===== src/rtl/stopwatch_time_ctrl_if.sv =====
// Control/status bundle between the stopwatch FSM controller (master) and the time datapath (slave).
interface stopwatch_time_ctrl_if;
  // All controls are plain levels sampled on every rising clk edge; there is no valid/ready
  // handshake, and the status outputs are always meaningful outside reset.
  logic        running;
  logic        lap;
  logic        clear;
  logic [1:0]  display_select;
  logic        tick;
  logic [23:0] disp_time;
  logic [1:0]  lap_valid;
  logic        overflow;

  modport master (
    output running, lap, clear, display_select,
    input  tick, disp_time, lap_valid, overflow
  );

  modport slave (
    input  running, lap, clear, display_select,
    output tick, disp_time, lap_valid, overflow
  );
endinterface


===== src/rtl/stopwatch_time_ctrl.sv =====
// Stopwatch time datapath: gated centisecond prescaler, BCD mm:ss.cc counter,
// two alternating lap slots and a registered display word.
module stopwatch_time_ctrl #(
  parameter int DIV_COUNT = 500000,
  parameter int PRE_W     = 19
) (
  input  logic                 clk,
  input  logic                 rstn,
  stopwatch_time_ctrl_if.slave bus
);

  logic [PRE_W-1:0] pre_cnt;
  logic [23:0]      time_q;
  logic [23:0]      slot0;
  logic [23:0]      slot1;
  logic             lap_ptr;
  logic [1:0]       lap_valid_q;
  logic             overflow_q;
  logic [23:0]      disp_q;
  logic             lap_q;

  logic             tick;
  logic             lap_cap;
  logic             clear_act;
  logic [23:0]      time_inc;
  logic             time_wrap;
  logic             carry;
  logic [23:0]      disp_next;

  assign tick      = bus.running && (pre_cnt == PRE_W'(DIV_COUNT - 1));
  assign lap_cap   = bus.lap && !lap_q && bus.running;
  assign clear_act = bus.clear && !bus.running;

  // Ripple a +1 through the six BCD digits; tens-of-seconds and tens-of-minutes stop at 5.
  always_comb begin
    time_inc = time_q;
    carry    = 1'b1;
    for (int i = 0; i < 6; i++) begin
      if (carry) begin
        if (time_q[i*4 +: 4] == ((i == 3 || i == 5) ? 4'd5 : 4'd9)) begin
          time_inc[i*4 +: 4] = 4'd0;
        end else begin
          time_inc[i*4 +: 4] = time_q[i*4 +: 4] + 4'd1;
          carry              = 1'b0;
        end
      end
    end
    time_wrap = carry;
  end

  always_comb begin
    disp_next = time_q;
    case (bus.display_select)
      2'b01:   disp_next = lap_valid_q[0] ? slot0 : 24'h0;
      2'b10:   disp_next = lap_valid_q[1] ? slot1 : 24'h0;
      default: disp_next = time_q;
    endcase
  end

  always_ff @(posedge clk or negedge rstn) begin
    if (!rstn) begin
      pre_cnt     <= '0;
      time_q      <= '0;
      slot0       <= '0;
      slot1       <= '0;
      lap_ptr     <= 1'b0;
      lap_valid_q <= '0;
      overflow_q  <= 1'b0;
      disp_q      <= '0;
      lap_q       <= 1'b0;
    end else begin
      lap_q  <= bus.lap;
      disp_q <= disp_next;
      if (clear_act) begin
        pre_cnt     <= '0;
        time_q      <= '0;
        slot0       <= '0;
        slot1       <= '0;
        lap_ptr     <= 1'b0;
        lap_valid_q <= '0;
        overflow_q  <= 1'b0;
      end else begin
        if (bus.running) begin
          pre_cnt <= tick ? '0 : pre_cnt + 1'b1;
        end
        // Capture samples the pre-increment time even when a tick lands on the same edge.
        if (lap_cap) begin
          if (lap_ptr) slot1 <= time_q;
          else         slot0 <= time_q;
          lap_valid_q[lap_ptr] <= 1'b1;
          lap_ptr              <= ~lap_ptr;
        end
        if (tick) begin
          time_q <= time_inc;
          if (time_wrap) overflow_q <= 1'b1;
        end
      end
    end
  end

  assign bus.tick      = tick;
  assign bus.disp_time = disp_q;
  assign bus.lap_valid = lap_valid_q;
  assign bus.overflow  = overflow_q;

endmodule


===== src/flat_wrapper.sv =====
// flat-port wrapper written by rule: the top's interface ports become plain ports
module stopwatch_time_ctrl_flat 
#(
  parameter int DIV_COUNT = 500000,
  parameter int PRE_W     = 19
)
  (clk, rstn, bus_running, bus_lap, bus_clear, bus_display_select, bus_tick, bus_disp_time, bus_lap_valid, bus_overflow);
  stopwatch_time_ctrl_if bus_i ();
  input  logic clk;
  input  logic rstn;
  input wire logic [$bits(bus_i.running)-1:0] bus_running;
  input wire logic [$bits(bus_i.lap)-1:0] bus_lap;
  input wire logic [$bits(bus_i.clear)-1:0] bus_clear;
  input wire logic [$bits(bus_i.display_select)-1:0] bus_display_select;
  output wire logic [$bits(bus_i.tick)-1:0] bus_tick;
  output wire logic [$bits(bus_i.disp_time)-1:0] bus_disp_time;
  output wire logic [$bits(bus_i.lap_valid)-1:0] bus_lap_valid;
  output wire logic [$bits(bus_i.overflow)-1:0] bus_overflow;
  assign bus_i.running = bus_running;
  assign bus_i.lap = bus_lap;
  assign bus_i.clear = bus_clear;
  assign bus_i.display_select = bus_display_select;
  assign bus_tick = bus_i.tick;
  assign bus_disp_time = bus_i.disp_time;
  assign bus_lap_valid = bus_i.lap_valid;
  assign bus_overflow = bus_i.overflow;
  stopwatch_time_ctrl #(.DIV_COUNT(DIV_COUNT), .PRE_W(PRE_W)) u_core (.clk(clk), .rstn(rstn), .bus(bus_i));
endmodule

===== config.mk =====
export PLATFORM = sky130hd
export DESIGN_NAME = stopwatch_time_ctrl_flat
export DESIGN_NICKNAME = d
export VERILOG_FILES = /design/src/rtl/stopwatch_time_ctrl_if.sv /design/src/rtl/stopwatch_time_ctrl.sv /design/src/flat_wrapper.sv
export SDC_FILE = /design/constraint.sdc
export NUM_CORES = 1
export LEC_CHECK = 0
export ABC_AREA = 1
export CORE_ASPECT_RATIO = 0.8
export CORE_UTILIZATION = 40
export DETAILED_ROUTE_END_ITERATION = 10
export PLACE_DENSITY_LB_ADDON = 0.25
export SLEW_MARGIN = 25
export SYNTH_ARGS = -nofsm -noshare
export SYNTH_HDL_FRONTEND = slang
export SYNTH_SLANG_ARGS = --single-unit

===== constraint.sdc =====
create_clock -name clk -period 3.35 [get_ports clk]
set_input_delay 0.5025 -clock clk [delete_from_list [all_inputs] [get_ports clk]]
set_output_delay 0.5025 -clock clk [all_outputs]
set_load 0.02 [all_outputs]

==> impl_metrics.yaml, run 1 <==
global_routing:
  grt_max_degree: 68
  track_usage_pct: 20.3
  grt_antenna_before_repair: 0
  grt_overflow: 0
  grt_pass1_wl_mm: 24.4
  grt_pass1_vias: 4989
finish:
  final_layout_size_suffix_gt1_share_pct: 5.69
  layout.nets: 804
  fin_cells: 975
  diodes: 0
  area_growth_pct: 17.3
  post-route-cell-area_um2: 6970
  nFillCells: 1329
  multi_input_area_um2: 2420
  register_area_um2: 3000
place:
  place_area_um2: 6470
  gp_congestion: 0.938
  io_buffer_count: 34
  dp_hpwl_mm: 9.51
  placed_cells: 947
synth:
  synth_top_cell_area_share_pct: 50.5
  syn_area_um2: 5950
  synthFlopType: "dfrtp_1"
  synth_nets: 767
  post_synth.cell_area_avg_um2: 7.98
  ys_warn_count: 0
  synthTopCellsByArea: "dfrtp_1 51%, nand2_1 11%, o21ai_0 7.0%"
  synthArstFlopShare_pct: 100
  synth_top_family_by_area: "simple AND/OR/NAND/NOR gates"
  yosysTopAreaCell: "dfrtp_1"
  synthSimpleGateAreaFrac_pct: 24.2
  synth_edf_count: 0
  netlist_instances: 745
  synth_common_cells: "177 x nand2_1, 120 x dfrtp_1, 102 x inv_1, 90 x nor2_1, 83 x o21ai_0"
  yosysMostFrequentCell: "nand2_1"
  synth_xor_xnor_area_share_pct: 2.80
  synth_adder_area_share_pct: 3.16
  synth_seq_cells: 120
  synthDistinctLibCells: 30
  seq_area_frac_synth_pct: 50.5
  synth.area.mux_share_pct: 0
  synth_compound_area_share_pct: 10.6
die:
  dieArea_um2: 15400
  std_cell_rows: 39
  die_w_um: 138
  num_io_pins: 35
  fp.coreArea_um2: 14400
  die_h_um: 111
  start_util_pct: 41.3
clocking:
  h-tree-depth: 4
  postCtsSetupBuffers: 0
  cts.sinks: 120
  cts_tree: "done"
  cts_made_buffers: 17
  cts_hold_buf: 0
  clk-insertion-delay-late_ns: 0.41
  clockBufferDepth: 2
  path_clk_slew_ns: 0.05
  cts_root_buf: "clkbuf_16"
  cts_resized: 0
sta:
  maxSlewViolCount: 0
  post-route-period-util_pct: 86.8
  slew_headroom_pct: 54.6
  rsz0062_at_grt: "no"
  timing.fmax_mhz: 344
  fin_crit_ns: 2.91
  worst_pin_slew_ns: 0.679
  setup_tns_ns: 0
  setup_violations: 0
  hold_viol_final: 0
  skew_ns: 0.00785
status:
  status: "complete, but fails checks"
  violations: "DRC"
routing:
  routed_via_density: 5.07
  first_pass_iters: 8
  vias: 4943
  ant_nets: 0
  drc: 6
  drt_iter0_markers: 325
  wl_mm: 14.0
  wl_per_cell_um: 14.3
critical_path:
  critPathCaptureType: "output port"
  arrival_ns: 2.40
  worstSetupStartpointType: "flop"
  path_class: "flop to output port"
  crit_fanout: 7
  required_ns: 2.85
power_and_ir_drop:
  power.leakage_uw: 0.00315
  ir_drop_uv: 331
  powerDensity_nw_per_um2: 557
worst_hold_path:
  hp-class: "input port to async pin"
job:
  maxCapViolCount: 0
critical path, cell delays in order (launching register included):
cell and delay, ns:
dfrtp_1 0.41, ha_1 0.29, nand2_2 0.11, nor2_2 0.17, nand4_1 0.15, nor2_4 0.22
clkdlybuf4s50_1 0.65
stage by stage:
stage          utilization, %  setup slack, ns  total power, uW  hold WS (ns)
3_5_place_dp             44.9            0.543             2340         0.516
2_1_floorplan               -             1.66             2120         0.207
5_1_grt                  48.4            0.329             4100         0.124
6_report                 48.4            0.444             3890        0.0940
4_1_cts                  48.4            0.424             3940         0.104
3_3_place_gp             44.9            0.557             2310         0.502
cells in the final DEF (no fill, tap or decap), types with 6 or more instances in the layout:
cell type,count
xnor2_1,6
nand3_1,45
inv_1,102
xor2_1,13
dfrtp_1,120
nor2_1,90
nand2_1,177
clkbuf_16,17
nand4_1,12
buf_4,10
clkdlybuf4s50_1,33
nor3_1,11
ha_1,15
o22ai_1,24
o21ai_0,83
path summary, 6_finish.rpt:
path / from / end / slack (ns) / cells after the start
max: u_core.pre_cnt[1]$_DFFE_PN0P_ / bus_tick / 0.44 / 6
min: rstn / u_core.bus.lap_valid[1]$_DFFE_PN0P_ / 0.09 / 1
max reg2reg: u_core.pre_cnt[1]$_DFFE_PN0P_ / u_core.time_q[21]$_DFFE_PN0P_ / 1.16 / 8
min reg2reg: u_core.time_q[15]$_DFFE_PN0P_ / u_core.time_q[15]$_DFFE_PN0P_ / 0.53 / 2
max in group asynchronous: rstn / u_core.time_q[13]$_DFFE_PN0P_ / 2.49 / 2
min in group clk: u_core.time_q[15]$_DFFE_PN0P_ / u_core.time_q[15]$_DFFE_PN0P_ / 0.53 / 2
state kept, by name (all words and copies together), names as in the netlist:
signal,flops
u_core.slot1,24
u_core.time_q,24
u_core.bus.overflow,1
u_core.lap_q,1
u_core.bus.disp_time,24
u_core.pre_cnt,19
u_core.lap_ptr,1
u_core.bus.lap_valid,2
u_core.slot0,24
where the power goes:
group | internal [uW] | switching, uW | total (uW)
Sequential | 1620 | 111 | 1730
Combinational | 216 | 371 | 587
Clock | 977 | 593 | 1570
Total | 2810 | 1080 | 3890
cell type report:
cell class | instances | area share (%)
clock buffer | 23 | 6.86
clock inverter | 5 | 0.359
inverter | 103 | 5.55
multi-input combinational | 496 | 34.8
sequential | 120 | 43.1
tap | 184 | 3.30
timing repair buffer | 44 | 6.10
logic make-up (layout without fill, tap and decap cells):
group           count (synthesis)  after routing
compound gates                117            117
xor+xnor                       19             19
fa+ha+maj                      15             15
buf+inv                       129            175
flops                         120            120
simple gates                  345            345
metal layers:
metal	share of wire (%)	vias to the layer above	routed length, um	track usage (%)
li1	-	2442	-	-
met1	50	2368	7000	28.3
met2	45	120	6230	30.9
met3	4.1	13	573	4.84
met4	1.2	0	168	6.59
met5	0	-	0	0
Power figures use the tool's default switching activity.
==> run 2, diff against run 1 <==
--- a/config.mk
+++ b/config.mk
@@ -10,6 +10,7 @@
 export CORE_UTILIZATION = 40
 export DETAILED_ROUTE_END_ITERATION = 10
 export PLACE_DENSITY_LB_ADDON = 0.25
+export SKIP_CTS_REPAIR_TIMING = 1
 export SLEW_MARGIN = 25
 export SYNTH_ARGS = -nofsm -noshare
 export SYNTH_HDL_FRONTEND = slang
==> results of run 2 <==
No change in the layout: final DEF, timing and power equal those of run 1.
==> run 3, diff against run 2 <==
--- a/config.mk
+++ b/config.mk
@@ -6,12 +6,13 @@
 export NUM_CORES = 1
 export LEC_CHECK = 0
 export ABC_AREA = 1
+export CAP_MARGIN = 20
 export CORE_ASPECT_RATIO = 0.8
 export CORE_UTILIZATION = 40
 export DETAILED_ROUTE_END_ITERATION = 10
 export PLACE_DENSITY_LB_ADDON = 0.25
 export SKIP_CTS_REPAIR_TIMING = 1
-export SLEW_MARGIN = 25
+export SLEW_MARGIN = 10
 export SYNTH_ARGS = -nofsm -noshare
 export SYNTH_HDL_FRONTEND = slang
 export SYNTH_SLANG_ARGS = --single-unit
==> constraint.sdc (replaced) <==
create_clock -name clk -period 3.35 [get_ports clk]
set_input_delay 0.67 -clock clk [delete_from_list [all_inputs] [get_ports clk]]
set_output_delay 0.67 -clock clk [all_outputs]
set_load 0.02 [all_outputs]
==> run 3 against run 2 <==
  * The run still ends with DRC left
  * Via count increased by 0.53%
  * Die area stayed put
  * Combinational power is 2% higher
  * Clock skew increased by 0.0024 ns
  * First-iteration DRC count down 0.62%
  * Cell area is 2.3% higher
  * Total power is 12% higher
  * Count of clock-buffer cells in the layout fell by 2
  * Worst setup slack worse by 0.19 ns
  * Final cell count rose by 0.51%
  * Clock power grew 28%
==> impl_metrics.yaml, run 3 (synthesis results as in run 1) <==
sta:
  setup_ws_ns: 0.249
  rsz0062_at_grt: "no"
  timing.hold.ws_ns: 0.344
  worst_pin_slew_ns: 0.787
  post-route-period-util_pct: 92.6
  skew_ns: 0.0102
  setup_violations: 0
  fin_crit_ns: 3.10
  maxSlewViolCount: 0
  slew_headroom_pct: 47.5
  setup_tns_ns: 0
  timing.fmax_mhz: 323
  hold_viol_final: 0
routing:
  vias: 4969
  drt_iter0_markers: 323
  ant_nets: 0
  routed_via_density: 5.07
  drc: 6
  wl_per_cell_um: 14.6
  first_pass_iters: 8
  wl_mm: 14.3
die:
  num_io_pins: 35
  start_util_pct: 41.3
  dieArea_um2: 15400
  std_cell_rows: 39
  die_h_um: 111
  die_w_um: 138
  fp.coreArea_um2: 14400
status:
  status: "complete, but fails checks"
  violations: "DRC"
critical_path:
  required_ns: 2.68
  worstSetupStartpointType: "flop"
  crit_fanout: 7
  r2r-end: "u_core.time_q[4]$_DFFE_PN0P_"
  crit_family: "simple AND/OR/NAND/NOR gates"
  crit_chain: "ha_1, nand2_2, nor2_2, nand4_1, nor2_4, clkdlybuf4s50_1"
  arrival_ns: 2.43
  reg2reg_slack_ns: 1.19
  max_stage_delay_ns: 0.64
  rr_startpoint: "u_core.pre_cnt[1]$_DFFE_PN0P_"
  path_buf_inv: 1
  path_class: "flop to output port"
  critPathCaptureType: "output port"
  ff2ff_path_depth: 8
  slowest_stage: "clkdlybuf4s50_1"
clocking:
  cts_tree: "done"
  clockBufferDepth: 2
  path_clk_slew_ns: 0.05
  cts_root_buf: "clkbuf_16"
  cts_made_buffers: 17
  clk-insertion-delay-late_ns: 0.41
  h-tree-depth: 4
  cts.sinks: 120
global_routing:
  grt_antenna_before_repair: 0
  grt_max_degree: 61
  grt_pass1_wl_mm: 24.9
  grt_overflow: 0
  track_usage_pct: 20.6
  grt_pass1_vias: 5041
worst_hold_path:
  hp-class: "input port to async pin"
place:
  place_ws_ns: 0.366
  gp_congestion: 0.885
  io_buffer_count: 34
  dp_hpwl_mm: 9.66
  place_area_um2: 6490
  placed_cells: 950
finish:
  post-route-cell-area_um2: 7130
  layout.nets: 807
  final_layout_size_suffix_gt1_share_pct: 6.16
  diodes: 0
  layout_commonest_cell: "nand2_1"
  area_growth_pct: 19.9
  final_cell_mix: "177 x nand2_1, 120 x dfrtp_1, 102 x inv_1"
  fin_cells: 980
  nFillCells: 1341
  multi_input_area_um2: 2420
  register_area_um2: 3000
power_and_ir_drop:
  ir_drop_uv: 345
  powerDensity_nw_per_um2: 608
  power.leakage_uw: 0.00322
job:
  maxCapViolCount: 0
-- run 3: cell types whose count changed in the layout (fill, tap and decap cells not counted) --
cell / previous run / this run
clkinv_4: 0 / 1
buf_4: 10 / 13
clkbuf_8: 3 / 0
bufinv_16: 0 / 6
clkbuf_1: 3 / 4
clkinv_2: 5 / 2
-- run 3: routing by layer --
layer  track usage (%)  wire length (um)  up-vias
met2              32.0              6510      122
met4              6.52               144        0
met1              28.2              6960     2383
met5                 0                 0        -
li1                  -                 -     2452
met3              5.31               738       12
-- run 3: worst reg2reg max path: stages (launching register included) --
cell and delay [ns]:
dfrtp_1 0.41, ha_1 0.30, nand2_2 0.11, nor2_2 0.19, nand3_2 0.12, o21ai_4 0.51
nand2_1 0.23, nand2_1 0.12, nand2_1 0.06
-- run 3: cell type report --
type / count / area share (%)
clock buffer: 21 / 6.18
clock inverter: 9 / 2.79
inverter: 103 / 5.42
multi-input combinational: 496 / 34.0
sequential: 120 / 42.1
tap: 184 / 3.23
timing repair buffer: 47 / 6.28
-- run 3: worst max-delay path by stage --
| stage | start | endpoint | slack (ns) | depth (start not counted) |
|---|---|---|---|---|
| global route | u_core.pre_cnt[1]$_DFFE_PN0P_ | bus_tick | 0.1 | 6 |
| global placement | bus_running | bus_tick | 0.38 | 6 |
| detailed placement | bus_running | bus_tick | 0.37 | 6 |
| CTS | u_core.pre_cnt[1]$_DFFE_PN0P_ | bus_tick | 0.23 | 6 |
| finish | u_core.pre_cnt[1]$_DFFE_PN0P_ | bus_tick | 0.25 | 6 |
| floorplan | u_core.pre_cnt[1]$_DFFE_PN0P_ | bus_tick | 1.49 | 5 |
-- run 3: stage by stage --
stage	util [%]	total power, uW
finish	49.5	4330
global route	49.5	4560
CTS	49.5	4380
detailed placement	45.1	2350
global placement	45.1	2320
floorplan	-	2120
-- run 3: power breakdown --
| group | leakage [uW] | internal (uW) | switching [uW] | total (uW) |
|---|---|---|---|---|
| Combinational | 0.00128 | 220 | 376 | 596 |
| Sequential | 0.00163 | 1620 | 113 | 1730 |
| Clock | 0.000311 | 1380 | 625 | 2010 |
